[src/rtl/punc_core_mc_if.sv]
// Request/acknowledge memory port between the PUnC core (master) and a memory model (slave).
// Address/we/wdata are held by the master from the first request cycle through the ack cycle.
interface punc_core_mc_if #(
  parameter int unsigned ADDR_W = 16
);
  logic              mem_req;
  logic              mem_we;
  logic [ADDR_W-1:0] mem_addr;
  logic [15:0]       mem_wdata;
  logic              mem_ack;
  logic [15:0]       mem_rdata;

  modport master (
    output mem_req,
    output mem_we,
    output mem_addr,
    output mem_wdata,
    input  mem_ack,
    input  mem_rdata
  );

  modport slave (
    input  mem_req,
    input  mem_we,
    input  mem_addr,
    input  mem_wdata,
    output mem_ack,
    output mem_rdata
  );
endinterface

[src/rtl/punc_core_mc.sv]
// Multi-cycle PUnC (LC3-subset) core: FETCH/EXEC/IND/MEM/HALT controller, 8x16 register file
// and a variable-latency request/acknowledge memory port.
module punc_core_mc #(
  parameter int unsigned ADDR_W          = 16,
  parameter logic [15:0] RESET_PC        = 16'h0000,
  parameter bit          HALT_ON_ILLEGAL = 1'b0
) (
  input  logic                  clk,
  input  logic                  rst,
  punc_core_mc_if.master        bus,
  output logic                  halted,
  input  logic [2:0]            rf_debug_addr,
  output logic [15:0]           rf_debug_data,
  output logic [15:0]           pc_debug_data
);

  typedef enum logic [2:0] {StFetch, StExec, StInd, StMem, StHalt} state_e;

  localparam logic [3:0] OpBr   = 4'b0000;
  localparam logic [3:0] OpAdd  = 4'b0001;
  localparam logic [3:0] OpLd   = 4'b0010;
  localparam logic [3:0] OpSt   = 4'b0011;
  localparam logic [3:0] OpJsr  = 4'b0100;
  localparam logic [3:0] OpAnd  = 4'b0101;
  localparam logic [3:0] OpLdr  = 4'b0110;
  localparam logic [3:0] OpStr  = 4'b0111;
  localparam logic [3:0] OpNot  = 4'b1001;
  localparam logic [3:0] OpLdi  = 4'b1010;
  localparam logic [3:0] OpSti  = 4'b1011;
  localparam logic [3:0] OpJmp  = 4'b1100;
  localparam logic [3:0] OpLea  = 4'b1110;
  localparam logic [3:0] OpTrap = 4'b1111;

  state_e      state_q, state_d;
  logic [15:0] pc_q, pc_d;
  logic [15:0] ir_q, ir_d;
  logic [15:0] ea_q, ea_d;
  logic [15:0] rf_q [8];
  logic        n_q, z_q, p_q;

  logic        rf_we;
  logic [2:0]  rf_waddr;
  logic [15:0] rf_wdata;
  logic        cc_we;

  logic [3:0]  opcode;
  logic [2:0]  dr;
  logic [15:0] sr1_val, sr2_val, op2;
  logic [15:0] sext6, sext9, sext11, imm5;
  logic        is_store;
  logic        br_taken;
  logic        ack;
  logic [15:0] addr_full;

  assign opcode  = ir_q[15:12];
  assign dr      = ir_q[11:9];
  assign sr1_val = rf_q[ir_q[8:6]];
  assign sr2_val = rf_q[ir_q[2:0]];
  assign imm5    = {{11{ir_q[4]}}, ir_q[4:0]};
  assign sext6   = {{10{ir_q[5]}}, ir_q[5:0]};
  assign sext9   = {{7{ir_q[8]}}, ir_q[8:0]};
  assign sext11  = {{5{ir_q[10]}}, ir_q[10:0]};
  assign op2     = ir_q[5] ? imm5 : sr2_val;

  assign is_store = (opcode == OpSt) || (opcode == OpStr) || (opcode == OpSti);
  assign br_taken = (ir_q[11] & n_q) | (ir_q[10] & z_q) | (ir_q[9] & p_q);

  // Request is combinational on rst so an abandoned access drops immediately.
  assign bus.mem_req   = !rst && ((state_q == StFetch) || (state_q == StInd)
                                  || (state_q == StMem));
  assign bus.mem_we    = (state_q == StMem) && is_store;
  assign addr_full     = (state_q == StFetch) ? pc_q : ea_q;
  assign bus.mem_addr  = addr_full[ADDR_W-1:0];
  assign bus.mem_wdata = rf_q[dr];
  assign ack           = bus.mem_ack && bus.mem_req;

  assign halted        = (state_q == StHalt);
  assign rf_debug_data = rf_q[rf_debug_addr];
  assign pc_debug_data = pc_q;

  always_comb begin
    state_d  = state_q;
    pc_d     = pc_q;
    ir_d     = ir_q;
    ea_d     = ea_q;
    rf_we    = 1'b0;
    rf_waddr = dr;
    rf_wdata = 16'h0000;
    cc_we    = 1'b0;

    unique case (state_q)
      StFetch: begin
        if (ack) begin
          ir_d    = bus.mem_rdata;
          pc_d    = pc_q + 16'd1;
          state_d = StExec;
        end
      end
      StExec: begin
        state_d = StFetch;
        case (opcode)
          OpAdd: begin
            rf_we    = 1'b1;
            rf_wdata = sr1_val + op2;
            cc_we    = 1'b1;
          end
          OpAnd: begin
            rf_we    = 1'b1;
            rf_wdata = sr1_val & op2;
            cc_we    = 1'b1;
          end
          OpNot: begin
            rf_we    = 1'b1;
            rf_wdata = ~sr1_val;
            cc_we    = 1'b1;
          end
          OpBr: begin
            if (br_taken) pc_d = pc_q + sext9;
          end
          OpJmp: pc_d = sr1_val;
          OpJsr: begin
            // Base register was sampled above, so JSRR R7 still jumps to the old R7.
            rf_we    = 1'b1;
            rf_waddr = 3'd7;
            rf_wdata = pc_q;
            pc_d     = ir_q[11] ? (pc_q + sext11) : sr1_val;
          end
          OpLea: begin
            rf_we    = 1'b1;
            rf_wdata = pc_q + sext9;
          end
          OpLd, OpSt: begin
            ea_d    = pc_q + sext9;
            state_d = StMem;
          end
          OpLdr, OpStr: begin
            ea_d    = sr1_val + sext6;
            state_d = StMem;
          end
          OpLdi, OpSti: begin
            ea_d    = pc_q + sext9;
            state_d = StInd;
          end
          OpTrap: state_d = StHalt;
          default: state_d = HALT_ON_ILLEGAL ? StHalt : StFetch;
        endcase
      end
      StInd: begin
        if (ack) begin
          ea_d    = bus.mem_rdata;
          state_d = StMem;
        end
      end
      StMem: begin
        if (ack) begin
          if (!is_store) begin
            rf_we    = 1'b1;
            rf_wdata = bus.mem_rdata;
            cc_we    = 1'b1;
          end
          state_d = StFetch;
        end
      end
      StHalt: state_d = StHalt;
      default: state_d = StFetch;
    endcase
  end

  always_ff @(posedge clk) begin
    if (rst) begin
      state_q <= StFetch;
      pc_q    <= RESET_PC;
      ir_q    <= 16'h0000;
      ea_q    <= 16'h0000;
      n_q     <= 1'b0;
      z_q     <= 1'b1;
      p_q     <= 1'b0;
      for (int i = 0; i < 8; i++) rf_q[i] <= 16'h0000;
    end else begin
      state_q <= state_d;
      pc_q    <= pc_d;
      ir_q    <= ir_d;
      ea_q    <= ea_d;
      if (rf_we) rf_q[rf_waddr] <= rf_wdata;
      if (cc_we) begin
        n_q <= rf_wdata[15];
        z_q <= (rf_wdata == 16'h0000);
        p_q <= !rf_wdata[15] && (rf_wdata != 16'h0000);
      end
    end
  end

endmodule
[src/flat_wrapper.sv]
// flat-port wrapper written by rule: the top's interface ports become plain ports
module punc_core_mc_flat 
#(
  parameter int unsigned ADDR_W          = 16,
  parameter logic [15:0] RESET_PC        = 16'h0000,
  parameter bit          HALT_ON_ILLEGAL = 1'b0
)
  (clk, rst, halted, rf_debug_addr, rf_debug_data, pc_debug_data, bus_mem_req, bus_mem_we, bus_mem_addr, bus_mem_wdata, bus_mem_ack, bus_mem_rdata);
  punc_core_mc_if #(.ADDR_W(ADDR_W)) bus_i ();
  input  logic clk;
  input  logic rst;
  output logic halted;
  input  logic [2:0] rf_debug_addr;
  output logic [15:0] rf_debug_data;
  output logic [15:0] pc_debug_data;
  output wire logic [$bits(bus_i.mem_req)-1:0] bus_mem_req;
  output wire logic [$bits(bus_i.mem_we)-1:0] bus_mem_we;
  output wire logic [$bits(bus_i.mem_addr)-1:0] bus_mem_addr;
  output wire logic [$bits(bus_i.mem_wdata)-1:0] bus_mem_wdata;
  input wire logic [$bits(bus_i.mem_ack)-1:0] bus_mem_ack;
  input wire logic [$bits(bus_i.mem_rdata)-1:0] bus_mem_rdata;
  assign bus_mem_req = bus_i.mem_req;
  assign bus_mem_we = bus_i.mem_we;
  assign bus_mem_addr = bus_i.mem_addr;
  assign bus_mem_wdata = bus_i.mem_wdata;
  assign bus_i.mem_ack = bus_mem_ack;
  assign bus_i.mem_rdata = bus_mem_rdata;
  punc_core_mc #(.ADDR_W(ADDR_W), .RESET_PC(RESET_PC), .HALT_ON_ILLEGAL(HALT_ON_ILLEGAL)) u_core (.clk(clk), .rst(rst), .bus(bus_i), .halted(halted), .rf_debug_addr(rf_debug_addr), .rf_debug_data(rf_debug_data), .pc_debug_data(pc_debug_data));
endmodule
[config.mk]
export PLATFORM = sky130hd
export DESIGN_NAME = punc_core_mc_flat
export DESIGN_NICKNAME = d
export VERILOG_FILES = /design/src/rtl/punc_core_mc_if.sv /design/src/rtl/punc_core_mc.sv /design/src/flat_wrapper.sv
export SDC_FILE = /design/constraint.sdc
export NUM_CORES = 1
export LEC_CHECK = 0
export CORE_UTILIZATION = 27
export CTS_CLUSTER_SIZE = 25
export DETAILED_ROUTE_END_ITERATION = 8
export DONT_BUFFER_PORTS = 1
export PLACE_DENSITY_LB_ADDON = 0.15
export SYNTH_ARGS = -nofsm -noshare
export SYNTH_HDL_FRONTEND = slang
export SYNTH_SLANG_ARGS = --single-unit
[constraint.sdc]
create_clock -name clk -period 14.2 [get_ports clk]
set_input_delay 1.42 -clock clk [delete_from_list [all_inputs] [get_ports clk]]
set_output_delay 1.42 -clock clk [all_outputs]
set_load 0.01 [all_outputs]
======== Yosys cells after proc, flatten, opt, wreduce, memory -nomap -nowiden ========
Memory sizes are Yosys's and may differ from the RTL's. A register that Yosys moved wholly into a read port is not among the register bits.
Cells that the tools add are included.
storage, ports and cells
  flip-flop bits (word level) ............. 54
  bits in writable memories ............... 128
  input port bits ......................... 22
  output and inout bits ................... 67
  logic and storage cells ................. 111
  memories ................................ 1
cells by class
  add/subtract/negate cells ............... 5
  equal/unequal tests ..................... 23
  multiplexer cells ....................... 41
  bitwise operators ....................... 7
  reduce and logical (&&, ||, !) cells .... 27
memories
  name         depth  width  read ports  clocked after Yosys merged registers in  wr ports  line                text
  u_core.rf_q  8      16     4           3                                        8         punc_core_mc.sv:38  logic [15:0] rf_q [8];
operators by type and width
  cell                                                                      number
  16-bit two-way mux                                                        9
  16-bit case mux with 2 select lines                                       4
  16-bit case mux with 5 select lines                                       1
  16-bit adder                                                              4
  16-bit case mux with 3 select lines                                       1
  3-bit two-way mux                                                         12
  4-bit equality test (second input constant)                               6
  16-bit by 1-bit adder with 16-bit output (second input constant)          1
  16-bit AND                                                                1
  4-bit by 3-bit equality test with 1-bit output (second input constant)    4
  16-bit logical NOT                                                        1
  16-bit inverter                                                           1
  16-bit nonzero test                                                       1
  16-bit OR reduction                                                       1
  3-bit case mux with 5 select lines                                        1
  1-bit two-way mux                                                         10
  3-bit case mux with 3 select lines                                        1
  4-bit by 2-bit equality test with 1-bit output (second input constant)    2
  4-bit OR reduction                                                        2
  3-bit by 2-bit equality test with 1-bit output (second input constant)    2
  2-bit by 1-bit inequality test with 1-bit output (second input constant)  3
  3-bit AND reduction                                                       2
  5-bit OR reduction                                                        1
  4-bit by 1-bit equality test with 1-bit output (second input constant)    1
  other kinds (18)                                                          31

======== Longest topological paths before layout ========
Gate-level depths: netlist of the first run.
  word-level depth ........................ 12
  gate-level depth with buffers ........... 20
  depth with buffers taken out ............ 17

======== Worst setup path before layout of the first run ========
No wires, ideal clock.
  kind .................................... register -> register
  start ................................... reg with a tool-made name
  end ..................................... reg u_core.p_q
  library setup time ...................... 0.117 ns
  arrival time ............................ 4.424 ns
  data required time ...................... 14.083 ns
  slack ................................... 9.659 ns
  cell stages (with the launch flop) ...... 18
  path buffers ............................ 2
  period minus slack after synthesis ...... 4.541 ns
  cells stage by stage .................... dfxtp_1 -> buf_6 -> clkbuf_1 -> mux4_2 -> mux2i_1 -> o21ai_0 -> ha_1 -> fa_1 -> a21o_1 -> a21oi_1 -> maj3_4 -> o21ai_1 -> xor2_1 -> a221oi_2 -> and2_1 -> and4_1 -> nand4_1 -> a32o_1
RTL lines
  element               line                 text
  to (signal assigned)  punc_core_mc.sv:188  p_q <= !rf_wdata[15] && (rf_wdata != 16'h0000);
  to (decl)             punc_core_mc.sv:39   logic n_q, z_q, p_q;

==> summary.txt, run 1 <==
STA
  • Worst-case clock skew: 0.0162 ns
  • Slew at the pin with the worst max-slew slack: 1.19 ns
  • Finish-stage setup viols: 0
  • Post-route clock period utilization: 37.9%
  • Setup repair after global routing missed its margin: false
  • Sum Neg Setup Slack: 0 ns
  • Tightest slew margin relative to the limit: 20.6%
  • Post-layout minimum cycle time: 5.38 ns
  • Hold Fails Final Rpt: 0
  • Peak Freq: 186 MHz
  • Count of final max-slew check failures: 0

Logic synthesis
  • Post-synthesis cell area: 0.0149 sq mm
  • Synth top area share: 25.8%
  • Most common cell in the netlist: sky130_fd_sc_hd__nor2_1
  • Most frequently used flop master after synthesis: sky130_fd_sc_hd__edfxtp_1
  • Share of synthesized flip-flops with an asynchronous set or reset: 0%
  • Yosys Warn Count: 0
  • Mapped Avg Cell Area: 10.0 sq um
  • Post-synthesis cell type count: 83
  • #FFs+latches synth: 191
  • Post-Syn Instances: 1485
  • Cells taking the most area after synthesis: sky130_fd_sc_hd__edfxtp_1 (26%), sky130_fd_sc_hd__mux4_2 (19%), sky130_fd_sc_hd__dfxtp_1 (8.5%)
  • Sequential element share of the synthesized area: 34.2%
  • Cell taking the most area after synthesis: sky130_fd_sc_hd__edfxtp_1
  • Number of enable flip-flop cells after synthesis: 128
  • Leading cell types by count after synthesis: sky130_fd_sc_hd__nor2_1 (220), sky130_fd_sc_hd__nand2_1 (153), sky130_fd_sc_hd__edfxtp_1 (128), sky130_fd_sc_hd__mux4_2 (124), sky130_fd_sc_hd__a21oi_1 (85)
  • Post-Syn Nets: 1562

Clock network
  • Number of buffers added to fix hold violations after cts: 0
  • Post-CTS Setup Bufs: 0
  • Clock tree sinks: 191
  • Clock-pin transition on the worst setup and hold timing paths: 0.08 ns
  • CTS-repair resized insts: 0
  • H-tree levels: 4
  • Worst-case clock buffer depth: 2
  • TritonCTS Buffers: 17
  • Clock root buffer: sky130_fd_sc_hd__clkbuf_16
  • Later-pin clock latency in the skew report: 0.51 ns
  • TritonCTS clock tree: built

Final layout
  • Final layout net count: 1512
  • Fraction of final layout cells with drive strength greater than 1: 18.8%
  • Growth of design area from synthesis to finish: 9.46%
  • Number of filler cells placed in the layout: 5705
  • Final cell utilization of the core: 30.1%

Routing
  • Number of antenna-violating nets in the routed design: 0
  • DR vias/cell: 5.79
  • DRT iter0 DRCs: 1240
  • Via Count: 12400
  • Drc violations: 0
  • Detailed Route WL: 60500 microns
  • Detail-routed net length per standard cell: 28.2 microns
  • Iteration count of the initial detailed-routing pass: 5

Worst setup path
  • Combined buffer and inverter count along the critical path: 1
  • Sort of element at the end of the critical path: flip-flop
  • Crit path arrival time: 5.77 ns
  • Data required time at the worst endpoint: 14.59 ns
  • Cell with the largest stage delay on the worst path: sky130_fd_sc_hd__a22oi_1
  • Setup crit start kind: flip-flop
  • Highest fanout seen on the critical path: 32
  • Crit path kind: flip-flop to flip-flop
  • Crit-path cells: buf_4, mux4_2, mux2i_1, o21ai_0, ha_1, fa_1, xor2_1, a221oi_1, o21ai_0, a22oi_1, nand4_1, nor3b_1, and4_1, nand4_1, a32o_1
  • Largest stage delay, worst path: 0.87 ns
  • Critical path's top delay family: compound AO/OA/AOI/OAI gates

Floorplan
  • Vert. Die Dim: 237 microns
  • Die Span X: 237 microns
  • Core area: 0.0542 sq mm
  • Starting Density: 27.5%
  • Die outline area: 0.0562 sq mm
  • Rows: 85
  • Number of I/O pins: 89

Global routing
  • Wire length of the first global-routing pass: 88400 microns
  • Pin count of the biggest net entering global routing: 58
  • Number of antenna violations at the first check in global routing: 3
  • Remaining Overflow, GRT: 0
  • Grt peak-use layer: met2
  • Global-route met1 utilization: 29.8%
  • Met2 usage: 35.1%
  • Met3 Resource Use GR: 4.24%
  • Total track usage: 22.0%
  • Number of global-route vias before repair: 12100

Placement
  • Count of buffers from port buffering: 0
  • Weighted congestion reported at the end of routability-driven placement: 0.956
  • Final HPWL from detailed placement: 43700 microns

Worst hold path
  • Class of the most critical hold timing path: flip-flop to flip-flop

Power
  • P_leak: 5.49 nW
  • Power density of the placed cells: 91.8 mW/mm^2
  • Maximum vdd drop: 0.102 mV

Run
  • Max-cap violations: 0

Run status
  • Result of the run: complete, no violations
==> cell families (layout without fill, tap and decap cells) <==
logic type / after synthesis / count (layout) / share of synthesized area [%]
compound gates: 316 / 316 / 14.2
xor+xnor: 36 / 36 / 2.11
fa+ha+maj: 57 / 57 / 4.93
buf+inv: 137 / 100 / 3.66
flops: 191 / 191 / 34.2
mux: 201 / 201 / 24.3
other cells: 0 / 1 / 0
simple gates: 547 / 547 / 16.5
==> layer usage <==
metal	vias up	wire length (microns)	share of wire, %
li1	5557	-	-
met1	6377	27100	45
met2	427	28300	47
met3	66	3760	6.2
met4	2	1400	2.3
met5	-	14	0.023
==> final cells by class <==
cell class / instances / area [sq um] / area share, %
multi-input cells: 1157 / 9280 / 56.9
flip-flops and latches: 191 / 5110 / 31.3
well taps: 696 / 871 / 5.34
clock buffers: 17 / 425 / 2.61
repair buffers: 35 / 290 / 1.78
clock inverters: 15 / 216 / 1.33
inverters: 33 / 124 / 0.759
diodes: 1 / 2.50 / 0.0153
==> registers in the layout, summed over array words and instances (netlist names), named ones only <==
signal / cells
u_core.ir_q: 16
u_core.pc_debug_data: 16
u_core.z_q: 1
u_core.ea_q: 16
u_core.rf_q: 128
u_core.p_q: 1
u_core.n_q: 1
u_core.state_q: 3
==> worst min-delay path, cell delays in order (launching register included) <==
cell and delay [ns]:
sky130_fd_sc_hd__dfxtp_1 0.31, sky130_fd_sc_hd__nand2_1 0.05, sky130_fd_sc_hd__a21oi_1 0.05
==> report_power, final <==
group          total (mW)  internal [mW]  switching, mW
sequential          0.634          0.610         0.0241
clock               0.549          0.286          0.263
combinational       0.316          0.125          0.191
==> placed cells by master (no fill, tap or decap), types with 15 or more instances in the layout <==
cell type / instances
sky130_fd_sc_hd__ha_1: 52
sky130_fd_sc_hd__inv_1: 32
sky130_fd_sc_hd__mux2i_1: 24
sky130_fd_sc_hd__a21oi_1: 85
sky130_fd_sc_hd__nor2b_1: 25
sky130_fd_sc_hd__nor2_1: 220
sky130_fd_sc_hd__xnor2_1: 25
sky130_fd_sc_hd__a22oi_1: 15
sky130_fd_sc_hd__nand2b_1: 16
sky130_fd_sc_hd__buf_4: 33
sky130_fd_sc_hd__nor3_1: 27
sky130_fd_sc_hd__nand3_1: 41
sky130_fd_sc_hd__nand2_1: 153
sky130_fd_sc_hd__dfxtp_1: 59
sky130_fd_sc_hd__clkbuf_16: 17
sky130_fd_sc_hd__o211ai_1: 27
sky130_fd_sc_hd__a211oi_1: 25
sky130_fd_sc_hd__edfxtp_1: 128
sky130_fd_sc_hd__mux2_2: 53
sky130_fd_sc_hd__o21ai_0: 60
sky130_fd_sc_hd__mux4_2: 124
==> stage by stage <==
| stage | instances | total power [mW] | setup slack [ns] | cell area [sq um] | hold slack [ns] |
|---|---|---|---|---|---|
| finish | 2145 | 1.50 | 8.82 | 16300 | 0.451 |
| global route | 2144 | 1.56 | 8.42 | 16300 | 0.472 |
| CTS | 2143 | 1.51 | 8.64 | 16300 | 0.453 |
| detailed placement | 2111 | 0.962 | 8.06 | 15700 | 0.442 |
| global placement | 2110 | 0.961 | 7.99 | 15600 | 0.439 |
| floorplan | 1485 | 0.864 | 9.66 | 14900 | 0.434 |
==> worst paths after layout <==
check                 startpoint             end  slack, ns  cells after the start
setup / recovery       flip-flop      u_core.p_q       8.82                     15
setup reg to reg       flip-flop      u_core.p_q       8.82                     15
hold reg to reg   u_core.ea_q[9]  u_core.ea_q[9]       0.45                      2
hold / removal    u_core.ea_q[9]  u_core.ea_q[9]       0.45                      2
No activity file was read; power rests on OpenSTA's default activity.
==> run 2: changes to the inputs <==
==> constraint.sdc (replaced) <==
create_clock -name clk -period 5.1 [get_ports clk]
set_input_delay 0.51 -clock clk [delete_from_list [all_inputs] [get_ports clk]]
set_output_delay 0.51 -clock clk [all_outputs]
set_load 0.01 [all_outputs]
==> summary.txt, run 2 (synthesis gave the netlist of run 1 again) <==
Final layout
  • Final cell utilization of the core: 30.7% (+0.65 points)
  • Number of filler cells placed in the layout: 5610 (-1.7%)
  • Largest register by flop count: u_core.rf_q
  • Post-route non-filler standard cell count: 2196 (+2.4%)
  • Fin area: 0.0167 sq mm (+2.2%)
  • Growth of design area from synthesis to finish: 11.8%
  • Commonest non-fill, non-tap cells in the layout: sky130_fd_sc_hd__nor2_1 (220), sky130_fd_sc_hd__nand2_1 (153), sky130_fd_sc_hd__edfxtp_1 (128)
  • Flip-flop count of the largest register, all copies and words added: 128 (unchanged)
  • Final layout net count: 1564 (+3.4%)
  • Diodes inserted: 0 (-1)
  • Most common cell after layout, fill and taps aside: sky130_fd_sc_hd__nor2_1
  • Fraction of final layout cells with drive strength greater than 1: 21.7% (+2.9 points)

Worst setup path
  • Most frequent CP cell: sky130_fd_sc_hd__a21oi_1
  • Crit path arrival time: 5.00 ns (-0.77 ns)
  • Sort of element at the end of the critical path: flip-flop
  • Crit path kind: flip-flop to flip-flop
  • Combined buffer and inverter count along the critical path: 1 (unchanged)
  • Highest fanout seen on the critical path: 10 (-69%)
  • Setup crit start kind: flip-flop
  • Largest stage delay, worst path: 0.53 ns (-0.34 ns)
  • Cell with the largest stage delay on the worst path: sky130_fd_sc_hd__dfxtp_2
  • Data required time at the worst endpoint: 5.36 ns (-9.23 ns)
  • Crit-path cells: mux4_2, nor2b_1, a211oi_1, nor2_1, ha_1, a21o_1, a21oi_1, o21bai_1, a21oi_1, o21ai_1, a41o_1, mux2i_1, a21oi_1, o31ai_2, buf_4, nor2_1
  • Critical path's top delay family: compound AO/OA/AOI/OAI gates

Routing
  • DR vias/cell: 5.78 (-0.32%)
  • Number of antenna-violating nets in the routed design: 0 (unchanged)
  • Detailed Route WL: 62100 microns (+2.6%)
  • Drc violations: 0 (unchanged)
  • Detail-routed net length per standard cell: 28.3 microns (+0.23%)
  • Via Count: 12700 (+2.1%)
  • DRT iter0 DRCs: 1171 (-5.6%)
  • Iteration count of the initial detailed-routing pass: 6 (+1)

Clock network
  • TritonCTS clock tree: built
  • H-tree levels: 4 (unchanged)
  • Worst-case clock buffer depth: 2 (unchanged)
  • Clock tree sinks: 191 (unchanged)
  • Clock root buffer: sky130_fd_sc_hd__clkbuf_16
  • Clock-pin transition on the worst setup and hold timing paths: 0.09 ns (about the same)
  • Later-pin clock latency in the skew report: 0.52 ns (about the same)
  • TritonCTS Buffers: 17 (unchanged)

Global routing
  • Number of global-route vias before repair: 12400 (+2.7%)
  • Pin count of the biggest net entering global routing: 58 (unchanged)
  • Total track usage: 22.4% (+0.45 points)
  • Wire length of the first global-routing pass: 90400 microns (+2.3%)
  • Number of antenna violations at the first check in global routing: 0 (-3)
  • Remaining Overflow, GRT: 0 (unchanged)

Placement
  • Final HPWL from detailed placement: 45300 microns (+3.7%)
  • Placed Cells incl. Taps: 2164 (+2.5%)
  • Area post-placement: 0.0161 sq mm (+2.6%)
  • Pre-CTS worst setup slack: 0.413 ns (-7.65 ns)
  • Count of buffers from port buffering: 0 (unchanged)
  • Weighted congestion reported at the end of routability-driven placement: 0.928 (-2.9%)

Run status
  • Result of the run: complete, no violations

Power
  • Sw Pwr: 1.35 mW (+180%)
  • Relative contribution of sequential cells to total power: 42.9% (+0.6 points)
  • Power share of the clock group: 35.3% (-1.3 points)
  • Sw Share: 32.8% (+0.97 points)
  • Maximum vdd drop: 0.285 mV (+180%)
  • Power density of the placed cells: 247 mW/mm^2 (+170%)
  • Logic gate share of total power: 21.8% (+0.7 points)
  • P_leak: 5.71 nW (+4.1%)
  • Internal power summed over all cells: 2.77 mW (+170%)

Floorplan
  • Starting Density: 27.5% (unchanged)
  • Number of I/O pins: 89 (unchanged)
  • Die outline area: 0.0562 sq mm (unchanged)
  • Core area: 0.0542 sq mm (unchanged)
  • Rows: 85 (unchanged)
  • Vert. Die Dim: 237 microns (unchanged)
  • Die Span X: 237 microns (unchanged)

STA
  • Worst-case clock skew: 0.0248 ns (+0.00858 ns)
  • Finish-stage setup viols: 0 (unchanged)
  • Count of final max-slew check failures: 0 (unchanged)
  • Hold Fails Final Rpt: 0 (unchanged)
  • Post-layout minimum cycle time: 4.74 ns (-0.634 ns)
  • Slew at the pin with the worst max-slew slack: 0.693 ns (-0.495 ns)
  • Min setup slack post-route: 0.356 ns (-8.47 ns)
  • Tightest slew margin relative to the limit: 53.8% (+33 points)
  • Setup repair after global routing missed its margin: false
  • Sum Neg Setup Slack: 0 ns (unchanged)
  • Post-route clock period utilization: 93.0% (+55 points)
  • Peak Freq: 211 MHz (+13%)

Run
  • Max-cap violations: 0 (unchanged)

Worst hold path
  • Class of the most critical hold timing path: input port to flip-flop
run 2: cell types whose count changed in the layout (fill, tap and decap cells not counted), moves of 2 or more:
cell                        change
sky130_fd_sc_hd__bufinv_16      -2
sky130_fd_sc_hd__clkinv_4       +2
sky130_fd_sc_hd__inv_6          +2
sky130_fd_sc_hd__buf_12         +2
sky130_fd_sc_hd__inv_8          -2
sky130_fd_sc_hd__buf_4         +51
run 2: power groups by stage:
stage / combinational (mW) / sequential [mW] / clock, mW
6_report: 0.900 / 1.77 / 1.45
5_1_grt: 0.968 / 1.78 / 1.53
4_1_cts: 0.895 / 1.77 / 1.49
3_5_place_dp: 0.891 / 1.80 / 0
3_3_place_gp: 0.896 / 1.80 / 0
2_1_floorplan: 0.641 / 1.77 / 0
run 2: final cells by class:
cell class / instances / area [sq um] / area share [%]
Sequential cell: 191 / 5110 / 30.6
Inverter: 33 / 124 / 0.743
Clock buffer: 17 / 425 / 2.55
Clock inverter: 15 / 181 / 1.09
Multi-Input combinational cell: 1157 / 9280 / 55.7
Tap cell: 696 / 871 / 5.22
Timing Repair Buffer: 87 / 682 / 4.09
run 2: metrics by stage:
step	hold WS, ns	total power [mW]
after CTS	0.0270	4.16
after global routing	0.0424	4.28
after detailed placement	0.440	2.70
final	0.0569	4.12
after floorplan	0.434	2.41
after global placement	0.436	2.70
run 2: final timing paths:
check / from / endpoint / slack [ns] / cells past startpoint
worst max-delay path: flip-flop / u_core.rf_q[4][15] / 0.36 / 16
worst min-delay path: rst / u_core.n_q / 0.06 / 1
worst max register to register: flip-flop / u_core.rf_q[4][15] / 0.36 / 16
worst min register to register: u_core.ea_q[9] / u_core.ea_q[9] / 0.45 / 2
run 2: layer usage:
metal  part of all wire [%]  vias to the layer above  track usage (%)
li1                       -                     5656                -
met1                     44                     6459             29.8
met2                     48                      494             36.9
met3                    6.5                       75             4.53
met4                    2.0                        0             6.04
met5                      0                        -                0
run 2: worst reg2reg max path: cells and delay by family, from the launching register on:
| kind | cells | cell delay (ns) |
|---|---|---|
| compound gates | 9 | 2.36 |
| mux | 2 | 0.67 |
| flops | 1 | 0.53 |
| fa+ha+maj | 1 | 0.39 |
| simple gates | 3 | 0.30 |
| buf+inv | 1 | 0.26 |
run 2: timing repair:
action                                  4_1_cts  5_1_grt
hold buffers                                  0        0
resized for setup                             0        1
buffers inserted                              0        0
endpoints found under the setup margin        0        1
==> run 3: changes to the inputs <==
--- a/config.mk
+++ b/config.mk
@@ -9,7 +9,6 @@
 export CTS_CLUSTER_SIZE = 25
 export DETAILED_ROUTE_END_ITERATION = 8
 export DONT_BUFFER_PORTS = 1
-export PLACE_DENSITY_LB_ADDON = 0.15
 export SYNTH_ARGS = -nofsm -noshare
 export SYNTH_HDL_FRONTEND = slang
 export SYNTH_SLANG_ARGS = --single-unit
==> summary.txt, run 3 (synthesis gave the netlist of run 1 again) <==
Routing
  • Via Count: 12800 (+1.3%)
  • Drc violations: 0 (unchanged)
  • DR vias/cell: 5.89 (+2.0%)
  • Iteration count of the initial detailed-routing pass: 5 (-1)
  • Number of antenna-violating nets in the routed design: 0 (unchanged)
  • DRT iter0 DRCs: 1586 (+35%)
  • Detail-routed net length per standard cell: 24.6 microns (-13%)
  • Detailed Route WL: 53800 microns (-13%)

Power
  • Sw Pwr: 1.25 mW (-7.7%)
  • P_leak: 5.63 nW (-1.5%)
  • Power share of the clock group: 35.2% (about the same)
  • Logic gate share of total power: 20.7% (-1.1 points)
  • Maximum vdd drop: 0.204 mV (-28%)
  • Power density of the placed cells: 245 mW/mm^2 (-0.97%)
  • Sw Share: 30.9% (-2.0 points)
  • Relative contribution of sequential cells to total power: 44.1% (+1.2 points)
  • Total power draw: 4.05 mW (-1.9%)
  • Internal power summed over all cells: 2.80 mW (+0.99%)

Worst setup path
  • Crit-path cells: buf_4, mux4_2, mux2i_1, inv_1, ha_1, a21oi_1, o21bai_1, a21oi_1, o21ai_1, a41o_1, mux2i_1, a21oi_1, o31ai_1, buf_4, nor3b_1, a32o_1
  • Setup crit start kind: flip-flop
  • Combined buffer and inverter count along the critical path: 3 (+2)
  • Register-to-register setup slack: 0.34 ns (about the same)
  • Data required time at the worst endpoint: 5.50 ns (+0.14 ns)
  • Cell with the largest stage delay on the worst path: sky130_fd_sc_hd__dfxtp_2
  • Largest stage delay, worst path: 0.56 ns (+0.03 ns)
  • Highest fanout seen on the critical path: 15 (+5)
  • Most frequent CP cell: sky130_fd_sc_hd__a21oi_1
  • Crit path arrival time: 5.16 ns (+0.16 ns)
  • Critical path's top delay family: compound AO/OA/AOI/OAI gates
  • Crit path kind: flip-flop to flip-flop
  • Sort of element at the end of the critical path: flip-flop

Clock network
  • Later-pin clock latency in the skew report: 0.47 ns (-0.05 ns)
  • Clock-pin transition on the worst setup and hold timing paths: 0.09 ns (about the same)
  • TritonCTS clock tree: built
  • Number of buffers added to fix hold violations after cts: 0 (unchanged)
  • TritonCTS Buffers: 17 (unchanged)
  • Clock root buffer: sky130_fd_sc_hd__clkbuf_16
  • Clock tree sinks: 191 (unchanged)
  • H-tree levels: 4 (unchanged)
  • Worst-case clock buffer depth: 2 (unchanged)

Global routing
  • Pin count of the biggest net entering global routing: 58 (unchanged)
  • Wire length of the first global-routing pass: 79100 microns (-12%)
  • Remaining Overflow, GRT: 0 (unchanged)
  • Number of global-route vias before repair: 12300 (-1.3%)
  • Total track usage: 19.0% (-3.4 points)
  • Number of antenna violations at the first check in global routing: 0 (unchanged)

STA
  • Sum Neg Setup Slack: 0 ns (unchanged)
  • Slew at the pin with the worst max-slew slack: 1.19 ns (+0.492 ns)
  • Worst-case clock skew: 0.0202 ns (-0.00464 ns)
  • Peak Freq: 210 MHz (-0.27%)
  • Count of final max-slew check failures: 0 (unchanged)
  • Hold Fails Final Rpt: 0 (unchanged)
  • Setup repair after global routing missed its margin: false
  • Post-layout minimum cycle time: 4.76 ns (+0.0129 ns)
  • Post-route clock period utilization: 93.3% (+0.25 points)
  • Tightest slew margin relative to the limit: 20.7% (-33 points)
  • Finish-stage setup viols: 0 (unchanged)

Floorplan
  • Vert. Die Dim: 237 microns (unchanged)
  • Die outline area: 0.0562 sq mm (unchanged)
  • Starting Density: 27.5% (unchanged)
  • Die Span X: 237 microns (unchanged)
  • Core area: 0.0542 sq mm (unchanged)
  • Rows: 85 (unchanged)
  • Number of I/O pins: 89 (unchanged)

Final layout
  • Flip-flop count of the largest register, all copies and words added: 128 (unchanged)
  • Fraction of final layout cells with drive strength greater than 1: 20.7% (-0.99 points)
  • Final layout net count: 1549 (-0.96%)
  • Final cell utilization of the core: 30.5% (-0.28 points)
  • Number of filler cells placed in the layout: 5550 (-1.1%)
  • Area of the multi-input gates: 0.00928 sq mm (about the same)
  • Diodes inserted: 0 (unchanged)
  • Most common cell after layout, fill and taps aside: sky130_fd_sc_hd__nor2_1
  • Growth of design area from synthesis to finish: 10.8%
  • Sequential cell area: 0.00511 sq mm (about the same)
  • Largest register by flop count: u_core.rf_q
  • Commonest non-fill, non-tap cells in the layout: sky130_fd_sc_hd__nor2_1 (220), sky130_fd_sc_hd__nand2_1 (153), sky130_fd_sc_hd__edfxtp_1 (128)

Placement
  • Count of buffers from port buffering: 0 (unchanged)
  • Weighted congestion reported at the end of routability-driven placement: 0.927 (about the same)
  • Final HPWL from detailed placement: 39100 microns (-14%)

Worst hold path
  • Class of the most critical hold timing path: input port to flip-flop

Run
  • Max-cap violations: 0 (unchanged)

Run status
  • Result of the run: complete, no violations
run 3: changes by cell type in the layout (fill, tap and decap cells not counted), sizes merged:
cell,previous run,this run
buf,87,72
clkinv,5,3
clkbuf,17,18
bufinv,1,2
run 3: final timing paths:
kind	start	endpoint	cells past startpoint
worst max-delay path	flip-flop	u_core.p_q	16
worst min-delay path	rst	u_core.state_q[1]	1
worst max register to register	flip-flop	u_core.p_q	16
worst min register to register	u_core.ea_q[4]	u_core.ea_q[4]	2
run 3: per-layer routing:
| layer | GRT usage (%) | vias to the layer above | wire [microns] |
|---|---|---|---|
| li1 | - | 5629 | - |
| met1 | 25.3 | 6289 | 21800 |
| met2 | 29.5 | 828 | 24200 |
| met3 | 5.55 | 103 | 6350 |
| met4 | 6.26 | 0 | 1410 |
| met5 | 0 | - | 0 |
run 3: cell type report:
class / instances / area share, %
Timing Repair Buffer: 72 / 3.27
Clock inverter: 14 / 1.02
Inverter: 33 / 0.750
Clock buffer: 18 / 2.60
Sequential cell: 191 / 30.9
Multi-Input combinational cell: 1157 / 56.1
Tap cell: 696 / 5.27
run 3: through the flow:
step	hold slack, ns	setup WS (ns)	instance area [sq um]	cells
2_1_floorplan	0.434	0.559	14900	1485
3_3_place_gp	0.438	0.451	15900	2149
3_5_place_dp	0.440	0.336	15900	2149
4_1_cts	0.0929	0.280	16500	2181
5_1_grt	0.0983	0.00164	16500	2181
6_report	0.121	0.343	16500	2181
run 3: what timing repair did:
| item | in CTS | in global routing |
|---|---|---|
| gates resized for setup | 0 | 1 |
| endpoints found under the setup margin | 0 | 1 |
| buffers inserted | 0 | 0 |
run 3: power groups by stage:
stage	clock (mW)	combinational, mW	sequential, mW
3_3_place_gp	0	0.817	1.81
6_report	1.42	0.839	1.78
3_5_place_dp	0	0.826	1.82
5_1_grt	1.50	0.906	1.79
2_1_floorplan	0	0.641	1.77
4_1_cts	1.44	0.830	1.78
run 3: worst reg2reg max path, cell delays in order, from the launching register on:
cell and delay, ns:
sky130_fd_sc_hd__dfxtp_2 0.56, sky130_fd_sc_hd__buf_4 0.39, sky130_fd_sc_hd__mux4_2 0.55, sky130_fd_sc_hd__mux2i_1 0.43, sky130_fd_sc_hd__inv_1 0.13, sky130_fd_sc_hd__ha_1 0.39
sky130_fd_sc_hd__a21oi_1 0.27, sky130_fd_sc_hd__o21bai_1 0.11, sky130_fd_sc_hd__a21oi_1 0.28, sky130_fd_sc_hd__o21ai_1 0.22, sky130_fd_sc_hd__a41o_1 0.30, sky130_fd_sc_hd__mux2i_1 0.16
sky130_fd_sc_hd__a21oi_1 0.09, sky130_fd_sc_hd__o31ai_1 0.23, sky130_fd_sc_hd__buf_4 0.23, sky130_fd_sc_hd__nor3b_1 0.22, sky130_fd_sc_hd__a32o_1 0.15
